<file path="src/rtl/regfile_sb.sv">
// Parametrised register file with two combinational read ports, one write
// port, same-cycle bypass, optional hardwired-zero R0 and a busy scoreboard.
module regfile_sb #(
    parameter int unsigned WIDTH   = 16,
    parameter int unsigned NREGS   = 8,
    parameter bit          BYPASS  = 1'b1,
    parameter bit          ZERO_R0 = 1'b0,
    localparam int unsigned AW     = (NREGS > 1) ? $clog2(NREGS) : 1
) (
    input  logic             clk,
    input  logic             reset_n,
    input  logic [WIDTH-1:0] data_in,
    input  logic [AW-1:0]    writenum,
    input  logic             write,
    input  logic [AW-1:0]    readA,
    input  logic [AW-1:0]    readB,
    output logic [WIDTH-1:0] A_out,
    output logic [WIDTH-1:0] B_out,
    input  logic             issue,
    input  logic [AW-1:0]    issue_num,
    output logic             busyA,
    output logic             busyB,
    output logic [NREGS-1:0] busy_vec,
    output logic             waw_err
);

    logic [WIDTH-1:0] regs_q [NREGS];
    logic [WIDTH-1:0] regs_d [NREGS];
    logic [NREGS-1:0] busy_q;
    logic [NREGS-1:0] busy_d;
    logic             waw_q;
    logic             waw_d;

    logic             wr_ok;
    logic             iss_ok;

    // An index is usable if it is in range and is not a hardwired R0.
    function automatic logic idx_ok(input logic [AW-1:0] idx);
        return (32'(idx) < NREGS) && !(ZERO_R0 && (idx == '0));
    endfunction

    // Qualify write and issue; ignored writes also never bypass.
    always_comb begin
        wr_ok  = write && idx_ok(writenum);
        iss_ok = issue && idx_ok(issue_num);
    end

    // Next-state for data, scoreboard and the sticky WAW flag.
    always_comb begin
        busy_d = busy_q;
        waw_d  = waw_q;
        for (int i = 0; i < NREGS; i++) begin
            regs_d[i] = regs_q[i];
            if (wr_ok && (writenum == AW'(i))) begin
                regs_d[i] = data_in;
                busy_d[i] = 1'b0;
            end
        end
        for (int i = 0; i < NREGS; i++) begin
            if (iss_ok && (issue_num == AW'(i))) begin
                busy_d[i] = 1'b1;
                if (busy_q[i] && !(wr_ok && (writenum == AW'(i)))) begin
                    waw_d = 1'b1;
                end
            end
        end
    end

    // State registers with asynchronous clear.
    always_ff @(posedge clk or negedge reset_n) begin
        if (!reset_n) begin
            for (int i = 0; i < NREGS; i++) begin
                regs_q[i] <= '0;
            end
            busy_q <= '0;
            waw_q  <= 1'b0;
        end else begin
            for (int i = 0; i < NREGS; i++) begin
                regs_q[i] <= regs_d[i];
            end
            busy_q <= busy_d;
            waw_q  <= waw_d;
        end
    end

    // Combinational read muxes with optional write-data bypass.
    always_comb begin
        A_out = '0;
        B_out = '0;
        busyA = 1'b0;
        busyB = 1'b0;
        for (int i = 0; i < NREGS; i++) begin
            if (readA == AW'(i)) begin
                A_out = regs_q[i];
                busyA = busy_q[i];
            end
            if (readB == AW'(i)) begin
                B_out = regs_q[i];
                busyB = busy_q[i];
            end
        end
        if (!idx_ok(readA)) begin
            A_out = '0;
            busyA = 1'b0;
        end
        if (!idx_ok(readB)) begin
            B_out = '0;
            busyB = 1'b0;
        end
        if (BYPASS && wr_ok && (writenum == readA)) begin
            A_out = data_in;
            busyA = 1'b0;
        end
        if (BYPASS && wr_ok && (writenum == readB)) begin
            B_out = data_in;
            busyB = 1'b0;
        end
    end

    assign busy_vec = busy_q;
    assign waw_err  = waw_q;

endmodule

</file>
<file path="config.mk">
export PLATFORM = sky130hd
export DESIGN_NAME = regfile_sb
export DESIGN_NICKNAME = d
export VERILOG_FILES = /design/src/rtl/regfile_sb.sv
export SDC_FILE = /design/constraint.sdc
export NUM_CORES = 1
export LEC_CHECK = 0
export BUFFER_PORTS_ARGS = -buffer_cell sky130_fd_sc_hd__clkbuf_2
export CAP_MARGIN = 0
export CORE_MARGIN = 2
export CORE_UTILIZATION = 60
export CTS_CLUSTER_DIAMETER = 80
export DETAILED_ROUTE_END_ITERATION = 6
export PLACE_DENSITY = 0.77
export SETUP_SLACK_MARGIN = 0.2
export SLEW_MARGIN = 20
export SYNTH_ARGS = -nofsm -noshare
export SYNTH_HDL_FRONTEND = slang
export SYNTH_SLANG_ARGS = --single-unit
</file>
<file path="constraint.sdc">
create_clock -name clk -period 1.9 [get_ports clk]
set_input_delay 0.285 -clock clk [delete_from_list [all_inputs] [get_ports clk]]
set_output_delay 0.285 -clock clk [all_outputs]
set_load 0.01 [all_outputs]
</file>
==> summary.md <==
* **Routed Wire Length** 28.7 mm
* **violations in the final reports** negative hold slack, negative setup slack
* **switching share of power** 0.311
* **vias in the first global route** 7,396
* **starting density of the core** 0.616
* **Die Ht** 121 microns
* **area of the core** 13,300 sq um
* **kind of launch point of the worst setup path** flop
* **worst setup path endpoint** A_out[2]
* **worst setup path start** regs_q[66]
* **power density over the cells** 1000 nW/um^2
* **number of clock sinks seen by CTS** 137
* **buffer levels on the longest clock path** 2
* **Final Slew Violations** 0
* **port buffer count** 74
* **proportion of layout cells with a drive suffix above 1** 0.526
* **largest fanout on the critical path** 3
* **most common cell after layout, fill and taps aside** sky130_fd_sc_hd__dfrtp_1
* **total via count in the routed design** 7,687
* **H-tree levels** 4
* **endpoints failing hold** 1
* **leading register cell type out of synthesis** sky130_fd_sc_hd__dfrtp_1
* **setup repair after global routing missed its margin** yes
* **syn nets** 764
* **kind of path behind the tightest hold check** input pin to asynchronous set/reset pin
* **die width** 121 microns
* **Post-Synthesis Cells** 732
* **GRT busiest layer** met2
* **clock root buffer** sky130_fd_sc_hd__clkbuf_16
* **Power Internal** 0.00754 W
* **status** complete, but fails checks
* **grt met1 use** 0.487
* **antenna diode instance count** 0
* **Flop pwr share** 0.377
* **worst ir drop on vdd** 673 uV
* **WP data arrival** 1.95 ns
* **maximum number of pins on one net before global-route repair** 138
* **dpl hpwl** 15.9 mm
* **number of enable-type register cells in the synthesized netlist** 0
* **fraction of power consumed by combinational cells** 0.307
* **portion of the post-synthesis area used by sequential elements** 0.419
* **DRT antenna net count** 0
* **placer congestion estimate** 0.954
* **Leakage Power** 4.90 nW
* **number of DRC violations after detailed-routing iteration 0** 1,156
* **minimum clock period after layout** 2.23 ns
* **FF-to-FF End** waw_err
* **met3 track demand over resource** 0.0816
* **type of element capturing the critical path** primary output
* **area added between synthesis and finish** 33.6%
* **TritonCTS buffer count** 17
* **number of top-level design ports** 75
* **number of failing setup endpoints in the final timing report** 31
* **total of warnings raised by yosys** 0
* **Async S/R FF share, synth** 1.00
* **Total Routing Usage GR** 0.382
* **data required time at the worst endpoint** 1.62 ns
* **setup slack, reg-to-reg** 0.59 ns
* **Pre-Repair DR Iteration Count** 6
* **setup clock skew after layout** 0.00387 ns
* **mean instance size in the synthesized netlist** 11.2 sq um
* **Congestion Overflow GR** 0
* **register bit total from synthesis** 137
* **Remaining DRCs** 0
* **Post-Synthesis Cell Area** 8190 sq um
* **Via density** 7.07
* **CTS tree** done
* **worst skew pair latency** 0.43 ns
* **GRT met2 Usage** 0.603
* **Clk pwr share** 0.316
* **share of the clock period used by the worst path** 1.17
* **hold slack** -0.000783 ns
* **Reg2Reg Launch Point** busy_vec[5]
* **die area** 14,600 sq um
* **total number of placement rows** 42
* **transition time at the pin with the least slew margin** 0.730 ns
* **maxcap violations** 0
* **average wire length per cell after detail routing** 26.4 microns
* **Worst Slack Setup Final** -0.331 ns
* **antenna violations before repair** 0
* **first-pass GRT wire length** 41.4 mm
* **maximum clock rate** 448 MHz
* **clock-pin slew reported for the worst setup and hold paths after clock tree synthesis** 0.06 ns
* **number of cells on the worst reg-to-reg path** 5
* **WS Path Type** flop to primary output
* **Net Sw Power** 0.00340 W
* **sum of negative setup slack** -3.45 ns
* **most frequent cells in the layout** sky130_fd_sc_hd__dfrtp_1 (135), sky130_fd_sc_hd__buf_4 (116), sky130_fd_sc_hd__mux2_2 (114)
* **layout net count** 931
* **max-slew headroom at the worst pin** 0.513
* **count of unique library cells instantiated by Yosys** 50
area by class of cell:
class / count / area [sq um]
Timing Repair Buffer: 222 / 1850
Inverter: 12 / 48.8
Clock inverter: 12 / 148
Sequential cell: 137 / 3430
Fill cell: 690 / 2350
Multi-Input combinational cell: 509 / 4770
Tap cell: 176 / 220
Clock buffer: 20 / 467
kinds of logic after synthesis:
logic type / share of synthesized area
mux: 0.316
compound gates: 0.113
simple gates: 0.0944
flops: 0.419
buf+inv: 0.0513
xor+xnor: 0.00642
worst min path at each step:
stage / startpoint / to / slack (ns) / cells past startpoint
after floorplan: reset_n / busy_vec[0] / -0.01 / 0
after detailed placement: reset_n / regs_q[90] / 0.47 / 2
after CTS: reset_n / regs_q[90] / 0.02 / 2
final: reset_n / regs_q[74] / -0.0008 / 2
after global routing: reset_n / regs_q[122] / 0.05 / 2
after global placement: reset_n / regs_q[90] / 0.46 / 2
through the flow:
| step | instances | utilization | area, sq um | setup slack, ns | total power, W |
|---|---|---|---|---|---|
| global placement | 990 | 0.692 | 9200 | -0.172 | 0.00637 |
| CTS | 1078 | 0.799 | 10600 | -0.316 | 0.0105 |
| floorplan | 732 | - | 8250 | 0.185 | 0.00563 |
| finish | 1088 | 0.823 | 10900 | -0.331 | 0.0109 |
| global route | 1088 | 0.823 | 10900 | -0.383 | 0.0113 |
| detailed placement | 990 | 0.692 | 9200 | -0.236 | 0.00654 |
power by group through the flow:
| stage | clock, W | combinational, W | sequential (W) |
|---|---|---|---|
| finish | 0.00346 | 0.00335 | 0.00413 |
| global route | 0.00360 | 0.00353 | 0.00416 |
| CTS | 0.00344 | 0.00302 | 0.00402 |
| detailed placement | 0 | 0.00242 | 0.00412 |
| global placement | 0 | 0.00233 | 0.00404 |
| floorplan | 0 | 0.00170 | 0.00393 |
metal layers:
layer	vias to the layer above	part of all wire
met5	-	0
met4	0	0.069
met3	205	0.096
met2	648	0.47
met1	3794	0.36
li1	3040	-
synth_stat cells, types with 3 or more instances:
master                        n  share of area
sky130_fd_sc_hd__nand2_1     23          0.011
sky130_fd_sc_hd__nand4b_1     3         0.0032
sky130_fd_sc_hd__inv_1       11         0.0050
sky130_fd_sc_hd__o21ai_0     64          0.039
sky130_fd_sc_hd__mux2i_1     63          0.077
sky130_fd_sc_hd__a22o_1       4         0.0043
sky130_fd_sc_hd__o2bb2ai_1    6         0.0064
sky130_fd_sc_hd__nor4bb_1     3         0.0037
sky130_fd_sc_hd__a21oi_1     20          0.012
sky130_fd_sc_hd__a221oi_1     3         0.0032
sky130_fd_sc_hd__mux4_1       9          0.029
sky130_fd_sc_hd__xnor2_1      6         0.0064
sky130_fd_sc_hd__o211ai_1     9         0.0082
sky130_fd_sc_hd__nor2b_1      4         0.0031
sky130_fd_sc_hd__buf_1        9         0.0041
sky130_fd_sc_hd__dfrtp_1    137           0.42
sky130_fd_sc_hd__buf_4        8         0.0073
sky130_fd_sc_hd__buf_2       26          0.016
sky130_fd_sc_hd__o22ai_1     21          0.016
sky130_fd_sc_hd__nor2_1      51          0.023
sky130_fd_sc_hd__nand2b_1    10         0.0076
sky130_fd_sc_hd__clkbuf_1    26          0.012
sky130_fd_sc_hd__buf_6        3         0.0041
sky130_fd_sc_hd__a31oi_1     14          0.011
sky130_fd_sc_hd__nor3_1       8         0.0049
sky130_fd_sc_hd__nor3b_1     16          0.015
sky130_fd_sc_hd__mux4_2      18          0.049
sky130_fd_sc_hd__mux2_2     117           0.16
sky130_fd_sc_hd__and2_0       4         0.0031
sky130_fd_sc_hd__nand4_1      3         0.0023
sky130_fd_sc_hd__and3_1       4         0.0031
sky130_fd_sc_hd__or2_2        7         0.0053
registers in the layout, summed over array words and instances, names as in the netlist:
signal	count
waw_err	1
busy_vec	8
regs_q	128
critical path: stages, from the launching register on:
cell and delay [ns]:
sky130_fd_sc_hd__dfrtp_1 0.41, sky130_fd_sc_hd__mux4_2 0.50, sky130_fd_sc_hd__and2_4 0.18, sky130_fd_sc_hd__a221oi_4 0.19, sky130_fd_sc_hd__a21oi_2 0.10, sky130_fd_sc_hd__clkbuf_2 0.14
timing repair:
item,4_1_cts,5_1_grt
cloned,2,1
pin swaps,29,32
buffers inserted,54,9
endpoints found under the setup margin,34,34
resized for setup,95,80
hold buffers,0,0
Note: power is estimated with default switching activity, not from simulation.
